<file path="src/rtl/riscv_pkg.sv">
// riscv_pkg: shared types for the multi-cycle instruction sequencer.
// State encoding, major opcodes and instruction classes.
package riscv_pkg;

  typedef enum logic [2:0] {
    ST_IDLE   = 3'd0,
    ST_FETCH  = 3'd1,
    ST_DECODE = 3'd2,
    ST_EXEC   = 3'd3,
    ST_MEM    = 3'd4,
    ST_WB     = 3'd5,
    ST_HALT   = 3'd6,
    ST_FAULT  = 3'd7
  } state_t;

  localparam logic [6:0] OPC_LOAD   = 7'b0000011;
  localparam logic [6:0] OPC_STORE  = 7'b0100011;
  localparam logic [6:0] OPC_OP     = 7'b0110011;
  localparam logic [6:0] OPC_OPIMM  = 7'b0010011;
  localparam logic [6:0] OPC_LUI    = 7'b0110111;
  localparam logic [6:0] OPC_SYSTEM = 7'b1110011;

  typedef enum logic [2:0] {
    IC_ALU,
    IC_LOAD,
    IC_STORE,
    IC_SYS,
    IC_BAD
  } iclass_t;

  function automatic iclass_t classify(input logic [6:0] opc);
    iclass_t c;
    unique case (1'b1)
      (opc == OPC_LOAD):   c = IC_LOAD;
      (opc == OPC_STORE):  c = IC_STORE;
      (opc == OPC_OP),
      (opc == OPC_OPIMM),
      (opc == OPC_LUI):    c = IC_ALU;
      (opc == OPC_SYSTEM): c = IC_SYS;
      default:             c = IC_BAD;
    endcase
    return c;
  endfunction

endpackage

</file>
<file path="src/rtl/seq_timer.sv">
// seq_timer: counts waiting cycles of a memory handshake.
// expired_o flags the TIMEOUT-th waiting cycle.
module seq_timer #(
  parameter int TIMEOUT = 15
) (
  input  logic clock,
  input  logic nreset,
  input  logic clear_i,
  input  logic en_i,
  output logic expired_o
);

  localparam int W = (TIMEOUT < 1) ? 1 : $clog2(TIMEOUT + 1);
  localparam logic [W-1:0] LIMIT = W'(TIMEOUT - 1);

  logic [W-1:0] cnt_q;
  logic [W-1:0] cnt_d;

  always_comb begin
    cnt_d = cnt_q;
    if (clear_i) begin
      cnt_d = '0;
    end else if (en_i && (cnt_q != LIMIT)) begin
      cnt_d = cnt_q + 1'b1;
    end
  end

  always_ff @(posedge clock or negedge nreset) begin
    if (!nreset) begin
      cnt_q <= '0;
    end else begin
      cnt_q <= cnt_d;
    end
  end

  // cnt_q holds the number of waiting cycles already elapsed
  assign expired_o = en_i && (cnt_q == LIMIT);

endmodule

</file>
<file path="src/rtl/seq_ctrl.sv">
// seq_ctrl: FETCH/DECODE/EXEC/MEM/WB sequencer with memory timeouts.
// Define SEQ_INSTRET_EN to add the retired-instruction counter port.
module seq_ctrl
  import riscv_pkg::*;
#(
  parameter int olen    = 7,
  parameter int TIMEOUT = 15
) (
  input  logic            clock,
  input  logic            nreset,
  input  logic            run,
  input  logic [olen-1:0] opcode,
  input  logic            imem_ack,
  input  logic            dmem_ack,
  output logic            imem_req,
  output logic            ir_load,
  output logic            dmem_req,
  output logic            dmem_we,
  output logic            incr,
  output logic            rf_we,
  output logic [2:0]      state,
  output logic            halted,
  output logic            fault
`ifdef SEQ_INSTRET_EN
  ,
  output logic [31:0]     instret
`endif
);

  state_t  state_q, state_d;
  iclass_t cls_q, cls_d;

  logic waiting;
  logic tmr_clear;
  logic tmr_exp;

  assign waiting   = (state_q == ST_FETCH) ||
                     (state_q == ST_MEM);
  // restart the count on every state change
  assign tmr_clear = !waiting ||
                     (state_d != state_q);

  seq_timer #(
    .TIMEOUT (TIMEOUT)
  ) u_timer (
    .clock     (clock),
    .nreset    (nreset),
    .clear_i   (tmr_clear),
    .en_i      (waiting),
    .expired_o (tmr_exp)
  );

  always_comb begin
    state_d  = state_q;
    cls_d    = cls_q;
    imem_req = 1'b0;
    ir_load  = 1'b0;
    dmem_req = 1'b0;
    dmem_we  = 1'b0;
    incr     = 1'b0;
    rf_we    = 1'b0;
    unique case (state_q)
      ST_IDLE: begin
        if (run) state_d = ST_FETCH;
      end
      ST_FETCH: begin
        imem_req = 1'b1;
        if (imem_ack) begin
          ir_load = 1'b1;
          state_d = ST_DECODE;
        end else if (tmr_exp) begin
          state_d = ST_FAULT;
        end
      end
      ST_DECODE: begin
        cls_d   = classify(opcode[6:0]);
        state_d = (cls_d == IC_BAD) ? ST_FAULT
                                    : ST_EXEC;
      end
      ST_EXEC: begin
        case (cls_q)
          IC_LOAD,
          IC_STORE: state_d = ST_MEM;
          IC_SYS:   state_d = ST_HALT;
          IC_ALU:   state_d = ST_WB;
          default:  state_d = ST_FAULT;
        endcase
      end
      ST_MEM: begin
        dmem_req = 1'b1;
        dmem_we  = (cls_q == IC_STORE);
        if (dmem_ack) begin
          if (cls_q == IC_STORE) begin
            incr    = 1'b1;
            state_d = run ? ST_FETCH : ST_IDLE;
          end else begin
            state_d = ST_WB;
          end
        end else if (tmr_exp) begin
          state_d = ST_FAULT;
        end
      end
      ST_WB: begin
        rf_we   = 1'b1;
        incr    = 1'b1;
        state_d = run ? ST_FETCH : ST_IDLE;
      end
      ST_HALT,
      ST_FAULT: begin
        state_d = state_q;
      end
      default: begin
        state_d = ST_FAULT;
      end
    endcase
  end

  always_ff @(posedge clock or negedge nreset) begin
    if (!nreset) begin
      state_q <= ST_IDLE;
      cls_q   <= IC_ALU;
    end else begin
      state_q <= state_d;
      cls_q   <= cls_d;
    end
  end

  assign state  = state_q;
  assign halted = (state_q == ST_HALT);
  assign fault  = (state_q == ST_FAULT);

`ifdef SEQ_INSTRET_EN
  logic [31:0] instret_q;

  always_ff @(posedge clock or negedge nreset) begin
    if (!nreset) begin
      instret_q <= '0;
    end else if (incr) begin
      instret_q <= instret_q + 32'd1;
    end
  end

  assign instret = instret_q;
`endif

endmodule

</file>
<file path="config.mk">
export PLATFORM = sky130hd
export DESIGN_NAME = seq_ctrl
export DESIGN_NICKNAME = d
export VERILOG_FILES = /design/src/rtl/riscv_pkg.sv /design/src/rtl/seq_timer.sv /design/src/rtl/seq_ctrl.sv
export SDC_FILE = /design/constraint.sdc
export NUM_CORES = 1
export LEC_CHECK = 0
export BUFFER_PORTS_ARGS = -buffer_cell sky130_fd_sc_hd__buf_2
export CORE_UTILIZATION = 45
export DETAILED_ROUTE_END_ITERATION = 16
export HOLD_SLACK_MARGIN = 0.06
export PLACE_DENSITY = 0.74
export RECOVER_POWER = 50
export SETUP_SLACK_MARGIN = 0.02
export SLEW_MARGIN = 20
export SYNTH_ARGS = -nofsm -noshare
export SYNTH_HDL_FRONTEND = slang
export SYNTH_HIERARCHICAL = 1
export SYNTH_SLANG_ARGS = --single-unit
</file>
<file path="constraint.sdc">
create_clock -name clock -period 2.4 [get_ports clock]
set_input_delay 0.6 -clock clock [delete_from_list [all_inputs] [get_ports clock]]
set_output_delay 0.6 -clock clock [all_outputs]
set_load 0.01 [all_outputs]
</file>
==> results.toml, run 1 <==
[status]
run_status = "finished with violations"
failed_checks = "design-rule violations"

[clock_network]
cts.clk_slew.worst_paths_ns = 0.08
htreeDepth = 1
clock-sinks = 10
clock_path_buffers = 2
cts_root_buf = "clkbuf_4"
clkLatencyLatePin_ns = 0.26
numCtsBuffers = 3
hold_buffers = 0
tritoncts = "built"

[sta]
setup_viol_count_final = 0
hold_violations = 0
fin_setup_tns_ns = 0
worstMarginPinSlew_ns = 0.5577
drv_slew = 0
worst_slack_ns = 0.1426
max_freq_mhz = 443.0
clock_skew_ns = 0.008424
grt_setup_unrepaired = "no"
period_needed_ns = 2.257
min_period_over_period_pct = 94.06
slew_headroom_pct = 62.82
hold_slack_ns = 0.2902

[synth]
synthSimpleGateAreaFrac_pct = 31.46
async_flop_share_pct = 100.0
ys_types = 40
synth_edf_count = 0
synth_top_family_by_area = "simple AND/OR/NAND/NOR gates"
synth_nets = 102
seq_area_frac_synth_pct = 32.10
synth-compound-area-share_pct = 22.31
syn_area_um2 = 779.5
syn_inst = 88
synthXorXnorAreaFrac_pct = 1.124
avgSynthCellArea_um2 = 8.858
synth_mux_area_share_pct = 3.852
synth_seq_cells = 10
synthAdderAreaFrac_pct = 3.210
yosys_warnings = 6
ys.flop_type = "dfrtp_1"

[floorplan]
ioPinCount = 23
die_w_um = 43.62
rows = 14
die_area_mm2 = 0.001903
start_util_pct = 50.00
fp.dieH_um = 43.62
core-area_mm2 = 0.001559

[routing]
vias = 753
drc_errors = 1
drt_iter0_drc = 15
ant_nets = 0
wirelength_um = 1683
wire_per_inst_um = 12.95
firstDrtPassIters = 10
viasPerCell = 5.792

[layout]
stdcell_area_um2 = 940.9
nets = 129
final_util_pct = 60.35
area_delta_synth_final_pct = 20.71
diodes = 0
drive_gt1_share_pct = 35.96
fin_cells = 130

[grt]
overflow = 0
gr-usage-all-layers_pct = 20.49
grt_pass1_wl_um = 2953
antenna_found_initial = 0
grt_max_degree = 12
grt_pass1_vias = 707

[power]
power.total_mw = 0.3587
power.leakage_nw = 0.4251
powerDensity_mw_per_mm2 = 381.2
vdd_drop_max_uv = 286.8

[run]
cap_violations = 0

[placed_design]
gp_congestion = 0.8072
io_buffer_count = 22
place_inst = 125
placed_area_um2 = 900.9
hpwl_um = 1292
dp_slack_ns = 0.1387

[critical_path]
crit_type = "reg2reg"
setup.worst_path.start_class = "flip-flop"
path_max_fanout = 11
critPathArrivalTime_ns = 2.40
cp-end-kind = "flip-flop"
required_ns = 2.54
crit_slowest_cell = "dfrtp_1"
max_stage_delay_ns = 0.50
path_cells = "nand2b_4 > a21oi_2 > and4_2 > inv_1 > o311a_1 > nand2_2 > and2b_1 > mux2_4"

[worst_hold_path]
hold_class = "in2async"
## cells in the mapped netlist, types with 2 or more instances
| cell | instances | share of area (%) |
|---|---|---|
| nand3b_1 | 2 | 1.9 |
| a211oi_1 | 2 | 1.9 |
| dfrtp_1 | 10 | 32 |
| inv_2 | 2 | 0.96 |
| o21ai_1 | 3 | 1.9 |
| o21ai_0 | 2 | 1.3 |
| and3_2 | 2 | 1.9 |
| buf_6 | 2 | 2.9 |
| a21oi_1 | 4 | 2.6 |
| nand2_1 | 5 | 2.4 |
| inv_1 | 3 | 1.4 |
| mux2_4 | 2 | 3.9 |
| ha_1 | 2 | 3.2 |
| nand3_1 | 2 | 1.3 |
| nor2_1 | 13 | 6.3 |
| nor3_1 | 5 | 3.2 |
| and3_1 | 2 | 1.6 |
| nor3b_1 | 3 | 2.9 |
## worst max-delay path: cells and delay by family (launching register included)
kind / cells / cell delay (ns)
and+or+nand+nor: 4 / 0.81
AOI/OAI and AO/OA: 2 / 0.51
DFF: 1 / 0.50
muxes: 1 / 0.26
buffers and inverters: 1 / 0.05
## kinds of logic after synthesis
| kind of cell | Yosys count |
|---|---|
| mux | 2 |
| flops | 10 |
| xor+xnor | 1 |
| fa+ha+maj | 2 |
| compound gates | 22 |
| simple gates | 43 |
| buf+inv | 8 |
## layer usage
metal	wire (um)	up-vias	global-route usage (%)	part of all wire, %
li1	-	381	-	-
met1	823	351	29.06	49
met2	785	19	32.24	47
met3	67	2	3.750	4.0
met4	6	0	5.000	0.36
met5	0	-	0	0
## cell type report
class	count	area, um^2
fillers	139	618.1
repair buffers	25	130.1
well taps	16	20.02
inverters	5	18.77
flip-flops and latches	10	250.2
multi-input cells	70	485.5
clock buffers	4	36.28
## timing repair
| action | 4_1_cts | 5_1_grt |
|---|---|---|
| buffers inserted | 0 | 1 |
| gates resized for setup | 0 | 3 |
| endpoints found under the setup margin | 0 | 1 |
## layout by cell type (no fill, tap or decap), drive strengths merged, types with 2 or more instances in the layout
master,count
a21oi,4
buf,23
mux2,2
inv,5
and2b,2
nor3b,3
and3,4
nand3,2
nor3,5
nand2b,2
ha,2
clkbuf,6
o21ai,5
nand3b,2
nor2,13
dfrtp,10
a211oi,2
nand2,6
## power by group
part,total [mW],switching [mW],internal (mW)
Clock,0.152,0.0604,0.0919
Sequential,0.172,0.00247,0.169
Combinational,0.0347,0.0185,0.0162
## registers in the layout, indices dropped and copies added, names as in the netlist
| name | cells |
|---|---|
| u_timer/cnt_q | 4 |
| state | 3 |
| cls_q | 3 |
## final timing paths
path	endpoint	start	slack, ns	depth (start not counted)
worst max-delay path	u_timer/cnt_q[1]	state[0]	0.14	8
worst min-delay path	state[0]	nreset	0.29	1
worst max register to register	u_timer/cnt_q[1]	state[0]	0.14	8
worst min register to register	cls_q[1]	cls_q[1]	0.55	2
max in group asynchronous	u_timer/cnt_q[2]	nreset	1.73	1
min in group clock	cls_q[1]	cls_q[1]	0.55	2
No activity file was read; power rests on OpenSTA's default activity.
==> run 2, diff against run 1 <==
Settings changed: CORE_UTILIZATION 45 to 43, PLACE_DENSITY 0.74 to 0.72, SYNTH_HIERARCHICAL 1 to unset.
==> run 2 against run 1 <==
  * The run now ends clean
  * First-iteration DRC count grew 27%
  * Via count fell by 5.3%
  * Fmax grew 5.2%
  * Critical path type is now reg2out
  * Final area fell by 8.5%
  * Register-to-register slack improved by 0.43 ns
  * Utilization decreased by 3.9 points
  * Cell count down 6.2%
  * Non-clock buffer count is 2 lower
  * Sequential share of layout area up 2.5 points
  * Clock power about the same
==> results.toml, run 2 <==
[grt]
grt_pass1_wl_um = 2477
use_met2_pct = 28.31
grtUsageMet3_pct = 4.310
antenna_found_initial = 0
gr-usage-all-layers_pct = 18.32
globalRoute.busiestLayer = "met2"
grt_max_degree = 13
grt_pass1_vias = 585
met1_usage_pct = 23.92
overflow = 0

[critical_path]
r2r_slack_ns = 0.57
path_delay_family = "simple AND/OR/NAND/NOR gates"
cp-end-kind = "primary output"
crit_slowest_cell = "dfrtp_1"
crit_type = "reg2out"
critPathArrivalTime_ns = 1.55
r2r_start = "u_timer.cnt_q[0]"
crit_buf_inv = 1
max_stage_delay_ns = 0.53
setup.worst_path.start_class = "flip-flop"
reg2reg_depth = 6
path_max_fanout = 11
required_ns = 1.80
reg2reg_to = "u_timer.cnt_q[0]"
path_cells = "nor3b_1 > and3_1 > buf_2"

[sta]
setup_viol_count_final = 0
hold_violations = 0
worstMarginPinSlew_ns = 0.5520
max_freq_mhz = 465.8
slew_headroom_pct = 63.20
grt_setup_unrepaired = "no"
clock_skew_ns = 0.009444
min_period_over_period_pct = 89.45
hold_slack_ns = 0.2903
drv_slew = 0
fin_setup_tns_ns = 0
period_needed_ns = 2.147

[clock_network]
tritoncts = "built"
htreeDepth = 1
cts_root_buf = "clkbuf_4"
clkLatencyLatePin_ns = 0.26
numCtsBuffers = 3
cts.clk_slew.worst_paths_ns = 0.07
hold_buffers = 0
clock_path_buffers = 2
cts_resized = 0
clock-sinks = 10
postCtsSetupBuffers = 0

[synth]
async_flop_share_pct = 100.0
yosysTopAreaCell = "dfrtp_1"
synth_nets = 96
ys_types = 33
synth_top_area_share_pct = 35.52
yosys_warnings = 0
synth_commonest_cells = "10 x dfrtp_1, 8 x o21ai_0, 7 x nand2_1"
synth_edf_count = 0
post-synth-top-count-cell = "dfrtp_1"
avgSynthCellArea_um2 = 8.591
synthTopCellsByArea = "dfrtp_1 36%, o21ai_0 5.7%, a211oi_1 5.3%"
ys.flop_type = "dfrtp_1"
syn_inst = 82
synth_seq_cells = 10
syn_area_um2 = 704.4
seq_area_frac_synth_pct = 35.52

[routing]
drc_errors = 0
wire_per_inst_um = 12.40
firstDrtPassIters = 4
wirelength_um = 1513
vias = 713
ant_nets = 0
viasPerCell = 5.844
drt_iter0_drc = 19

[run]
cap_violations = 0

[power]
powerDensity_mw_per_mm2 = 679.5
power.leakage_nw = 0.3899
vdd_drop_max_uv = 359.7
power.total_mw = 0.5849

[layout]
max_flop_register = "u_timer.cnt_q"
diodes = 0
area_delta_synth_final_pct = 22.20
nets = 121
largest_reg_flops = 4
drive_gt1_share_pct = 26.42
mostFrequentLayoutCells = "20 x buf_2, 10 x dfrtp_1, 8 x o21ai_0"
fill_cells = 136
layout_commonest_cell = "buf_2"

[floorplan]
rows = 14
core-area_mm2 = 0.001524
ioPinCount = 23
die_area_mm2 = 0.001804
start_util_pct = 46.22
fp.dieH_um = 42.48
die_w_um = 42.48

[worst_hold_path]
hold_class = "in2async"

[status]
run_status = "finished, final reports clean"

[placed_design]
io_buffer_count = 22
hpwl_um = 1189
gp_congestion = 0.8187
run 2: cell types whose count changed in the layout (fill, tap and decap cells not counted), sizes merged, moves of 3 or more:
cell,change
a211oi,+3
nor2,-8
o21ai,+3
nand3,+3
run 2: logic make-up after synthesis:
kind of cell    Yosys count  synth area share, %
fa+ha+maj                 3                4.973
xor+xnor                  2                2.487
compound gates           22                21.14
flops                    10                35.52
mux                       1                1.421
buf+inv                   7                4.263
simple gates             37                30.20
run 2: final cells by class:
class,count,area [um^2],share of cell area (%)
clock buffers,4,36.28,4.215
inverters,4,15.01,1.744
flip-flops and latches,10,250.2,29.07
multi-input cells,65,424.2,49.27
repair buffers,23,115.1,13.37
well taps,16,20.02,2.326
run 2: power breakdown:
| group | internal (mW) | switching [mW] |
|---|---|---|
| Combinational | 0.0849 | 0.115 |
| Clock | 0.0919 | 0.0571 |
| Sequential | 0.191 | 0.0452 |
| Total | 0.368 | 0.217 |
run 2: per-layer routing:
metal  wire, um  vias up
met3         71        4
met2        734       28
met5          0        -
met1        678      327
met4         29        0
li1           -      354
run 2: how the worst max path moves through the flow:
stage	start	to	cells after the start
after detailed placement	dmem_ack	incr	4
after CTS	state[2]	dmem_we	3
after global placement	dmem_ack	incr	4
after floorplan	state[1]	dmem_we	3
final	state[2]	dmem_we	3
after global routing	state[2]	dmem_we	3
run 2: metrics by stage:
stage	setup WS, ns	utilization [%]	instances	area, um^2
floorplan	0.5064	-	82	704.4
global placement	0.4954	54.27	118	827.0
detailed placement	0.4585	54.27	118	827.0
CTS	0.2703	56.65	122	863.3
global route	0.1748	56.49	122	860.8
finish	0.2532	56.49	122	860.8
==> run 3, diff against run 2 <==
Settings changed: CAP_MARGIN set to 20, RECOVER_POWER 50 to 100.
==> run 3 against run 2 <==
  * Flip-flop and latch count is the same
  * Worst hold slack better by 0.0042 ns
  * Register-to-register slack got worse by 0.16 ns
  * Via count increased by 0.56%
  * First-iteration DRC count shrank 26%
  * Sequential share of layout area up 1.0 points
  * Clock power hardly changed
  * Global-route usage is the same
  * Fmax down 0.18%
==> results.toml, run 3 (synthesized netlist as in run 2, its figures left out) <==
[status]
run_status = "finished, final reports clean"

[sta]
worstMarginPinSlew_ns = 0.6239
fin_setup_tns_ns = 0
period_needed_ns = 2.151
clock_skew_ns = 0.009380
slew_headroom_pct = 58.28
max_freq_mhz = 465.0
grt_setup_unrepaired = "no"
setup_viol_count_final = 0
drv_slew = 0
min_period_over_period_pct = 89.61
hold_violations = 0
worst_slack_ns = 0.2493

[layout]
max_flop_register = "u_timer.cnt_q"
final_util_pct = 54.60
multi_input_area_um2 = 409.1
area_delta_synth_final_pct = 18.12
mostFrequentLayoutCells = "12 x buf_2, 11 x clkbuf_1, 10 x dfrtp_1"
fin_cells = 122
diodes = 0
nets = 121
fill_cells = 139
largest_reg_flops = 4
drive_gt1_share_pct = 16.04
layout_commonest_cell = "buf_2"
seq_area_um2 = 250.2

[power]
switching_share_pct = 37.25
p_comb_share_pct = 32.6
power.leakage_nw = 0.3456
powerDensity_mw_per_mm2 = 679.1
p_switching_mw = 0.2105
power_frac_seq_pct = 41.0
clkPwrFrac_pct = 26.5
vdd_drop_max_uv = 358.3
p_int_mw = 0.3545

[grt]
globalRoute.busiestLayer = "met2"
grt_pass1_vias = 585
met1_usage_pct = 23.92
antenna_found_initial = 0
overflow = 0
gr-usage-all-layers_pct = 18.32
use_met2_pct = 28.31
grt_pass1_wl_um = 2477
grt_max_degree = 13
grtUsageMet3_pct = 4.310

[routing]
ant_nets = 0
wire_per_inst_um = 12.51
vias = 717
wirelength_um = 1526
drt_iter0_drc = 14
drc_errors = 0
viasPerCell = 5.877
firstDrtPassIters = 4

[floorplan]
die_w_um = 42.48
core-area_mm2 = 0.001524
start_util_pct = 46.22
fp.dieH_um = 42.48
rows = 14
die_area_mm2 = 0.001804
ioPinCount = 23

[clock_network]
tritoncts = "built"
htreeDepth = 1
postCtsSetupBuffers = 0
clock_path_buffers = 2
numCtsBuffers = 3
cts_resized = 0
clock-sinks = 10
clkLatencyLatePin_ns = 0.26
cts.clk_slew.worst_paths_ns = 0.07
hold_buffers = 0
cts_root_buf = "clkbuf_4"

[critical_path]
critPathArrivalTime_ns = 1.55
path_max_fanout = 11
reg2reg_depth = 5
reg2reg_to = "u_timer.cnt_q[0]"
crit_path_start = "state[2]"
max_stage_delay_ns = 0.52
worstSetupEndpoint = "dmem_we"
r2r_slack_ns = 0.41
crit_cells = 3
crit_type = "reg2out"
crit_slowest_cell = "dfrtp_1"
required_ns = 1.80
crit_buf_inv = 1
setup.worst_path.start_class = "flip-flop"
r2r_start = "state[1]"
cp-end-kind = "primary output"
path_cells = "nor3b_1 > and3_1 > clkbuf_1"
path_delay_family = "simple AND/OR/NAND/NOR gates"

[worst_hold_path]
hold_class = "in2async"

[placed_design]
place_inst = 118
hpwl_um = 1189
io_buffer_count = 22
gp_congestion = 0.8187
dp_slack_ns = 0.4585

[run]
cap_violations = 0
[run 3: changes by cell type in the layout (fill, tap and decap cells not counted)]
cell and change:
buf_4 -1, clkbuf_1 +9, buf_2 -8, nand2b_4 -1, nand2b_1 +1, o32ai_2 -1, o32ai_1 +1
[run 3: how the worst min path moves through the flow]
stage                     startpoint                to  slack [ns]  cells after the start
after global routing          nreset          state[1]        0.35                      1
after global placement        nreset          state[1]        0.47                      1
after detailed placement      nreset          state[1]        0.48                      1
after CTS                     nreset          state[1]        0.19                      1
after floorplan               nreset          cls_q[0]        0.30                      0
final                         nreset  u_timer.cnt_q[2]        0.29                      1
[run 3: cell type report]
class                      count  share of cell area, %
inverter                       4                  1.805
tap                           16                  2.406
multi-input combinational     65                  49.17
timing repair buffer          23                  12.18
clock buffer                   4                  4.361
sequential                    10                  30.08
[run 3: through the flow]
| step | hold WS, ns | cell area [um^2] | power (mW) |
|---|---|---|---|
| finish | 0.2945 | 832.0 | 0.5650 |
| global route | 0.3455 | 832.0 | 0.6010 |
| CTS | 0.1860 | 863.3 | 0.5895 |
| detailed placement | 0.4779 | 827.0 | 0.4388 |
| global placement | 0.4731 | 827.0 | 0.4352 |
| floorplan | 0.3044 | 704.4 | 0.3631 |
[run 3: power by group through the flow]
stage	logic (mW)	clock network [mW]	registers [mW]
floorplan	0.131	0	0.232
global placement	0.198	0	0.237
detailed placement	0.199	0	0.240
CTS	0.200	0.155	0.235
global route	0.201	0.163	0.237
finish	0.184	0.150	0.231
[run 3: worst reg2reg max path, stage by stage, from the launching register on]
cell	delay, ns
dfrtp_1	0.45
clkbuf_1	0.39
or2_2	0.19
a21oi_1	0.06
o32ai_1	0.58
a211oi_1	0.17
[run 3: routing by layer]
| metal | wire length (um) | part of all wire, % | vias up |
|---|---|---|---|
| li1 | - | - | 355 |
| met1 | 702 | 46 | 336 |
| met2 | 737 | 48 | 20 |
| met3 | 51 | 3.3 | 6 |
| met4 | 34 | 2.2 | 0 |
| met5 | 0 | 0 | - |
